==> src/rtl/jtag_tap_target.sv <==
// IEEE 1149.1-style TAP target: 16-state TAP controller, instruction register,
// bypass bit, user data register and boundary-scan register, LSB-first shifting.
module jtag_tap_target #(
  parameter int         INSTRUCTION_WIDTH = 5,
  parameter int         TEST_VECTOR_WIDTH = 32,
  parameter logic [4:0] BYPASS_OPCODE     = 5'b00000,
  parameter logic [4:0] USER_OPCODE       = 5'b00001,
  parameter logic [4:0] BOUNDARY_OPCODE   = 5'b00110
) (
  input  logic                         clk,
  input  logic                         reset,
  input  logic                         trst,
  input  logic                         tms,
  input  logic                         tdi,
  output logic                         tdo,
  output logic                         tdoValid,
  output logic [3:0]                   tapState,
  output logic [INSTRUCTION_WIDTH-1:0] instruction,
  output logic [TEST_VECTOR_WIDTH-1:0] userRegister,
  output logic [TEST_VECTOR_WIDTH-1:0] boundaryRegister,
  output logic                         updateDrPulse
);

  localparam int IW = INSTRUCTION_WIDTH;
  localparam int TW = TEST_VECTOR_WIDTH;

  localparam logic [IW-1:0] OP_BYP     = BYPASS_OPCODE[IW-1:0];
  localparam logic [IW-1:0] OP_USR     = USER_OPCODE[IW-1:0];
  localparam logic [IW-1:0] OP_BND     = BOUNDARY_OPCODE[IW-1:0];
  localparam logic [IW-1:0] IR_CAPTURE = {{(IW-2){1'b0}}, 2'b01};

  typedef enum logic [3:0] {
    S_RESET      = 4'd0,
    S_IDLE       = 4'd1,
    S_DR_SCAN    = 4'd2,
    S_IR_SCAN    = 4'd3,
    S_CAPTURE_IR = 4'd4,
    S_SHIFT_IR   = 4'd5,
    S_EXIT1_IR   = 4'd6,
    S_PAUSE_IR   = 4'd7,
    S_EXIT2_IR   = 4'd8,
    S_UPDATE_IR  = 4'd9,
    S_CAPTURE_DR = 4'd10,
    S_SHIFT_DR   = 4'd11,
    S_EXIT1_DR   = 4'd12,
    S_PAUSE_DR   = 4'd13,
    S_EXIT2_DR   = 4'd14,
    S_UPDATE_DR  = 4'd15
  } tap_state_t;

  tap_state_t    r_state;
  tap_state_t    w_next;
  logic [IW-1:0] r_instruction;
  logic [IW-1:0] r_ir_shift;
  logic [TW-1:0] r_user;
  logic [TW-1:0] r_user_shift;
  logic [TW-1:0] r_bnd;
  logic [TW-1:0] r_bnd_shift;
  logic          r_bypass;
  logic          r_tdo;
  logic          r_tdo_valid;
  logic          r_upd_pulse;
  logic          w_sel_user;
  logic          w_sel_bnd;

  // Any opcode other than USER or BOUNDARY routes the DR path through bypass.
  assign w_sel_user = (r_instruction == OP_USR);
  assign w_sel_bnd  = (r_instruction == OP_BND);

  always_ff @(posedge clk) begin
    if (!reset) begin
      r_state <= S_RESET;
    end else if (!trst) begin
      r_state <= S_RESET;
    end else begin
      r_state <= w_next;
    end
  end

  always_comb begin
    w_next = r_state;
    case (r_state)
      S_RESET:      w_next = tms ? S_RESET    : S_IDLE;
      S_IDLE:       w_next = tms ? S_DR_SCAN  : S_IDLE;
      S_DR_SCAN:    w_next = tms ? S_IR_SCAN  : S_CAPTURE_DR;
      S_IR_SCAN:    w_next = tms ? S_RESET    : S_CAPTURE_IR;
      S_CAPTURE_IR: w_next = tms ? S_EXIT1_IR : S_SHIFT_IR;
      S_SHIFT_IR:   w_next = tms ? S_EXIT1_IR : S_SHIFT_IR;
      S_EXIT1_IR:   w_next = tms ? S_UPDATE_IR : S_PAUSE_IR;
      S_PAUSE_IR:   w_next = tms ? S_EXIT2_IR : S_PAUSE_IR;
      S_EXIT2_IR:   w_next = tms ? S_UPDATE_IR : S_SHIFT_IR;
      S_UPDATE_IR:  w_next = tms ? S_DR_SCAN  : S_IDLE;
      S_CAPTURE_DR: w_next = tms ? S_EXIT1_DR : S_SHIFT_DR;
      S_SHIFT_DR:   w_next = tms ? S_EXIT1_DR : S_SHIFT_DR;
      S_EXIT1_DR:   w_next = tms ? S_UPDATE_DR : S_PAUSE_DR;
      S_PAUSE_DR:   w_next = tms ? S_EXIT2_DR : S_PAUSE_DR;
      S_EXIT2_DR:   w_next = tms ? S_UPDATE_DR : S_SHIFT_DR;
      S_UPDATE_DR:  w_next = tms ? S_DR_SCAN  : S_IDLE;
      default:      w_next = S_RESET;
    endcase
  end

  // TAP reset keeps the parallel DRs and tdo; only the scan path is cleared.
  always_ff @(posedge clk) begin
    if (!reset) begin
      r_instruction <= OP_BYP;
      r_ir_shift    <= {IW{1'b0}};
      r_user        <= {TW{1'b0}};
      r_user_shift  <= {TW{1'b0}};
      r_bnd         <= {TW{1'b0}};
      r_bnd_shift   <= {TW{1'b0}};
      r_bypass      <= 1'b0;
      r_tdo         <= 1'b0;
      r_tdo_valid   <= 1'b0;
      r_upd_pulse   <= 1'b0;
    end else if (!trst) begin
      r_instruction <= OP_BYP;
      r_ir_shift    <= {IW{1'b0}};
      r_user_shift  <= {TW{1'b0}};
      r_bnd_shift   <= {TW{1'b0}};
      r_bypass      <= 1'b0;
      r_tdo_valid   <= 1'b0;
      r_upd_pulse   <= 1'b0;
    end else begin
      r_upd_pulse <= (r_state == S_UPDATE_DR);
      r_tdo_valid <= (r_state == S_SHIFT_IR) || (r_state == S_SHIFT_DR);
      case (r_state)
        S_CAPTURE_IR: r_ir_shift <= IR_CAPTURE;
        S_SHIFT_IR: begin
          r_ir_shift <= {tdi, r_ir_shift[IW-1:1]};
          r_tdo      <= r_ir_shift[0];
        end
        S_UPDATE_IR: r_instruction <= r_ir_shift;
        S_CAPTURE_DR: begin
          if (w_sel_user) begin
            r_user_shift <= r_user;
          end else if (w_sel_bnd) begin
            r_bnd_shift <= r_bnd;
          end else begin
            r_bypass <= 1'b0;
          end
        end
        S_SHIFT_DR: begin
          if (w_sel_user) begin
            r_user_shift <= {tdi, r_user_shift[TW-1:1]};
            r_tdo        <= r_user_shift[0];
          end else if (w_sel_bnd) begin
            r_bnd_shift <= {tdi, r_bnd_shift[TW-1:1]};
            r_tdo       <= r_bnd_shift[0];
          end else begin
            r_bypass <= tdi;
            r_tdo    <= r_bypass;
          end
        end
        S_UPDATE_DR: begin
          if (w_sel_user) begin
            r_user <= r_user_shift;
          end else if (w_sel_bnd) begin
            r_bnd <= r_bnd_shift;
          end else begin
            r_bypass <= r_bypass;
          end
        end
        default: begin
          r_tdo <= r_tdo;
        end
      endcase
    end
  end

  assign tapState         = r_state;
  assign instruction      = r_instruction;
  assign userRegister     = r_user;
  assign boundaryRegister = r_bnd;
  assign tdo              = r_tdo;
  assign tdoValid         = r_tdo_valid;
  assign updateDrPulse    = r_upd_pulse;

endmodule

==> config.mk <==
export PLATFORM = sky130hd
export DESIGN_NAME = jtag_tap_target
export DESIGN_NICKNAME = d
export VERILOG_FILES = /design/src/rtl/jtag_tap_target.sv
export SDC_FILE = /design/constraint.sdc
export NUM_CORES = 1
export LEC_CHECK = 0
export ABC_AREA = 1
export CELL_PAD_IN_SITES_DETAIL_PLACEMENT = 1
export CELL_PAD_IN_SITES_GLOBAL_PLACEMENT = 1
export CORE_ASPECT_RATIO = 0.5
export CORE_MARGIN = 1.5
export CORE_UTILIZATION = 37
export DETAILED_ROUTE_END_ITERATION = 16
export PLACE_DENSITY = 0.79
export SYNTH_ARGS = -nofsm -noshare
export SYNTH_HDL_FRONTEND = slang
export SYNTH_SLANG_ARGS = --single-unit
==> constraint.sdc <==
create_clock -name clk -period 1.3 [get_ports clk]
set_input_delay 0.39 -clock clk [delete_from_list [all_inputs] [get_ports clk]]
set_output_delay 0.39 -clock clk [all_outputs]
set_load 0.01 [all_outputs]
After elaboration in Yosys (flattened, before gate mapping):

Index checks and enable logic that the tools add are counted.

* flip-flop bits (word level): 146
* latch bits: 0
* bits in writable memories: 0
* bits in read-only memories: 0
* input port bits: 5
* output and inout bits: 76
* memories: 0

* add/subtract/negate cells: 0
* $mul: 0
* div/mod/pow operators: 0
* $lt $le $gt $ge: 0
* equality and inequality tests: 25
* shift-type cells: 0
* multiplexer cells: 30
* bitwise gates (word level): 1
* reductions and logical operators: 15

Operators with widths (number)
* $mux 32: 6
* $pmux 32 s2: 2
* $pmux 4 s12: 1
* $eq 4x4->1 const B: 8
* $eq 4x3->1 const B: 4
* $mux 4: 4
* $ne 2x2->1 const B: 8
* $pmux 5 s2: 1
* $reduce_and 5->1: 2
* $mux 3: 3
* $eq 4x2->1 const B: 2
* $mux 2: 4
* $mux 1: 7
* $reduce_and 3->1: 2
* $reduce_bool 2->1: 3
* $eq 5x1->1 const B: 1
* $eq 5x3->1 const B: 1
* $eq 4x1->1 const B: 1
* $logic_not 4->1: 1
* $pmux 1 s2: 2
* $reduce_and 2->1: 2
* $reduce_and 4->1: 1
* $reduce_or 2->1: 2
* $reduce_or 3->1: 1
* 2 further kinds: 2

Longest topological paths before layout:

* depth in word-level cells: 4
* gate-level depth with buffers: 10

Worst setup path before layout:

No wires, ideal clock.

* path type: reg2reg
* start point: reg r_state[1], in the netlist tapState[1]
* end point: reg r_user[21], in the netlist userRegister[21]
* arrival time: 1.313 ns
* path slack: -0.130 ns
* stages on the path, launching flop included: 8
* clock period less this slack: 1.430 ns
* path through: dfxtp_1 > buf_4 > nand2_1 > inv_2 > nand3_4 > nor2_8 > buf_4 > a21oi_2

* longest elaborated chain between the ends: 2

Ends and longest elaborated chain
* start: declaration: RTL line 51 `tap_state_t r_state;`
* start signal: assignment: RTL line 76 `r_state <= w_next;`
* $eq 4x4->1: RTL line 127 `case (r_state)`
* $reduce_and 3->1 (no line)
* end signal: assignment: RTL line 108 `r_user <= {TW{1'b0}};`
* end signal: assignment: RTL line 157 `r_user <= r_user_shift;`
* end: declaration: RTL line 55 `logic [TW-1:0] r_user;`

Every way passes these cells.
A chain may end at the register's enable or synchronous reset.

Final worst setup path:

* start point: reg r_instruction[4], in the netlist instruction[4]
* end point: reg r_user_shift[9]

* longest elaborated chain between the ends: 3
* elaborated cells on any way between the ends: 4
* those cells by class: eq/ne (3); reduce/logical (1)

Ends and longest elaborated chain
* start: declaration: RTL line 53 `logic [IW-1:0] r_instruction;`
* start signal: assignment: RTL line 133 `S_UPDATE_IR: r_instruction <= r_ir_shift;`
* $eq 5x1->1 *: RTL line 67 `assign w_sel_user = (r_instruction == OP_USR);`
* $ne 2x2->1 (no line)
* $reduce_and 3->1 (no line) *
* end signal: assignment: RTL line 109 `r_user_shift <= {TW{1'b0}};`
* end signal: assignment: RTL line 119 `r_user_shift <= {TW{1'b0}};`
* end signal: assignment: RTL line 136 `r_user_shift <= r_user;`
* end: declaration: RTL line 56 `logic [TW-1:0] r_user_shift;`

Every way passes the cells marked *; elsewhere a longest branch is shown, timed or not.

==> results.md <==
- Status: finished with violations
- Failing checks: negative setup slack
- H-tree levels: 4
- Worst hold path type: input pin to flop
- Hold-fix buffers at CTS: 0
- Post-Syn Instances: 834
- Antenna violations before repair: 0
- Vias per std cell: 5.88
- Setup Skew: 0.0130 ns
- RSZ-0062 raised after global routing: true
- I/O Pins: 81
- Worst-case reg-to-reg path depth: 8
- LEAKAGE: 0.00449 uW
- Syn Std Cell Area: 6370 um2
- Max-Cap Viols: 0
- Clock Path Buffers: 2
- Largest net degree at the start of global routing: 38
- Placed insts: 1177
- Die X: 189 um
- Reg2reg start: instruction[4]
- R2r setup slk: -0.47 ns
- CTS tree: built
- Synth unique cells: 31
- Die area: 18000 um2
- Cell Area, Placed: 7890 um2
- Synth Warn #: 0
- Worst-path maximum fanout: 4
- Port Buffers: 80
- # diodes: 0
- Buf+Inv Stages, Crit Path: 3
- Post-DR wirelength/cell: 27.1 um
- Die Y: 95.8 um
- CP max-delay cell: dfxtp_4
- CP Cell Sequence: nor2_4, nand3_4, buf_12, nor2_8, buf_12, buf_6, o21ai_1, nor2_1
- CP Capture Point: r_user_shift[9]
- GR Overflow Total: 0
- Row Count: 33
- Crit path capture type: flop
- Critical R2R Capture: r_user_shift[9]
- Vias in the first global route: 7246
- Fin cells: 1297
- Fin area: 10900 um2
- Iteration-0 DRC Markers: 611
- Arr. time, crit path: 2.13 ns
- Worst path max stage delay: 0.37 ns
- Peak VDD IR: 0.972 mV
- Slew @ Worst Pin: 0.458 ns
- Total stage count of the critical path: 8
- Hold Fails Final Rpt: 0
- WP data required: 1.66 ns
- DR vias: 7628
- Sequential element share of the synthesized area: 0.459
- CTS clk-pin slew, worst paths: 0.07 ns
- Root buf cell: clkbuf_16
- Critical path origin: instruction[4]
- CTS buffer count: 17
- 1st-pass router iterations: 5
- Layout area overhead: 72.0%
- Part of the cycle the worst path needs: 1.36
- Gp weighted congestion: 0.800
- Dpl hpwl: 11.8 mm
- Post-route ant nets: 0
- Critical path startpoint category: flop
- Power per standard cell area: 900 nW/um2
- Share of cells above drive strength 1: 0.576
- Most frequent cells in the layout: buf_4 (102), nor2_1 (100), nand2_1 (82)
- WL final: 35.1 mm
- Clk_lat worst skew: 0.45 ns
- DRC errors left: 0
- Clk sinks: 146
- Setup TNS: -38.69 ns
- Most common cell after layout, fill and taps aside: buf_4
- Average cell area after synthesis: 7.63 um2
- Core region area: 16600 um2
- Number of synthesized register bits: 146
- Most used cell, CP: buf_12
- CP top delay family: simple AND/OR/NAND/NOR gates
- Post-layout min period: 1.77 ns
- Total track usage: 0.289
- Final setup vio count: 181
- Critical path class: flop to flop
- Synth Net Count: 839
- Global-route wire length before repair: 40.0 mm
- Slew headroom: 0.695
- Setup ws final: -0.470 ns
- Fmax achieved: 565 MHz
- Starting Density: 0.384
- Max-slew violations: 0
- Fin nets: 1062
==> stage by stage <==
step | setup slack, ns | total power (uW) | hold slack (ns) | util
4_1_cts | -0.161 | 9590 | 0.441 | 0.555
6_report | -0.470 | 9860 | 0.458 | 0.660
3_5_place_dp | -0.528 | 4770 | 0.460 | 0.476
5_1_grt | -0.478 | 10000 | 0.487 | 0.660
3_3_place_gp | -0.511 | 4760 | 0.451 | 0.476
2_1_floorplan | -0.00843 | 4670 | 0.435 | -
==> per-layer routing <==
metal / GRT usage / up-vias / part of all wire
met5: 0 / - / 0
met4: 0.116 / 0 / 0.050
met3: 0.0554 / 162 / 0.071
met2: 0.533 / 444 / 0.47
met1: 0.336 / 3839 / 0.41
li1: - / 3183 / -
==> cell usage after synthesis, drive strengths merged <==
| master | n | share of area |
|---|---|---|
| o21ai | 196 | 0.15 |
| nor2 | 157 | 0.11 |
| dfxtp | 146 | 0.46 |
| nand2 | 106 | 0.065 |
| inv | 83 | 0.050 |
| a21oi | 78 | 0.078 |
| buf | 33 | 0.053 |
| clkbuf | 20 | 0.012 |
| nand3 | 6 | 0.011 |
| a31oi | 2 | 0.0020 |
| nand4 | 2 | 0.0020 |
| nor3 | 2 | 0.0016 |
| a211oi | 1 | 0.0012 |
| nand3b | 1 | 0.0012 |
| o211ai | 1 | 0.0012 |
==> worst min-delay path by stage <==
stage / from / cells past startpoint / endpoint / slack, ns
2_1_floorplan: r_user_shift[1] / 2 / userRegister[1] / 0.44
3_3_place_gp: r_user_shift[1] / 2 / userRegister[1] / 0.45
5_1_grt: trst / 4 / tdo / 0.49
3_5_place_dp: r_bnd_shift[15] / 2 / boundaryRegister[15] / 0.46
6_report: trst / 4 / tdo / 0.46
4_1_cts: reset / 4 / userRegister[18] / 0.44
==> timing repair <==
action	CTS	global route
setup buffers	38	26
resized for setup	490	329
setup endpoints to repair	217	200
pin swaps	46	61
gates cloned	14	13
==> layout make-up <==
| type | instances | area (um2) |
|---|---|---|
| Clock buffer | 20 | 457 |
| Multi-Input combinational cell | 553 | 3810 |
| Fill cell | 1824 | 5650 |
| Inverter | 83 | 357 |
| Timing Repair Buffer | 253 | 2820 |
| Timing Repair inverter | 3 | 33.8 |
| Sequential cell | 146 | 3060 |
| Tap cell | 227 | 284 |
| Clock inverter | 12 | 125 |
==> flip-flops by register name, indices dropped and copies added (netlist names), 4 cells and up <==
name and count:
instruction 5, tapState 4, r_user_shift 32, boundaryRegister 32, userRegister 32, r_ir_shift 5
r_bnd_shift 32
==> power by group <==
part | switching [uW] | internal, uW | total (uW)
registers | 5.81 | 4440 | 4440
clock network | 2330 | 2780 | 5110
logic | 209 | 102 | 311
total | 2540 | 7310 | 9860
==> worst register-to-register path, delay by kind of cell (launching register included) <==
kind | cells | cell delay (ns)
DFF | 1 | 0.37
and+or+nand+nor | 4 | 0.73
buffers and inverters | 3 | 0.47
AOI/OAI and AO/OA | 1 | 0.11
==> cell families after synthesis <==
logic type / count (synthesis) / share of synthesized area
AOI/OAI and AO/OA: 278 / 0.237
buffers and inverters: 136 / 0.115
DFF: 146 / 0.459
and+or+nand+nor: 274 / 0.189
Note: power is estimated with default switching activity, not from simulation.
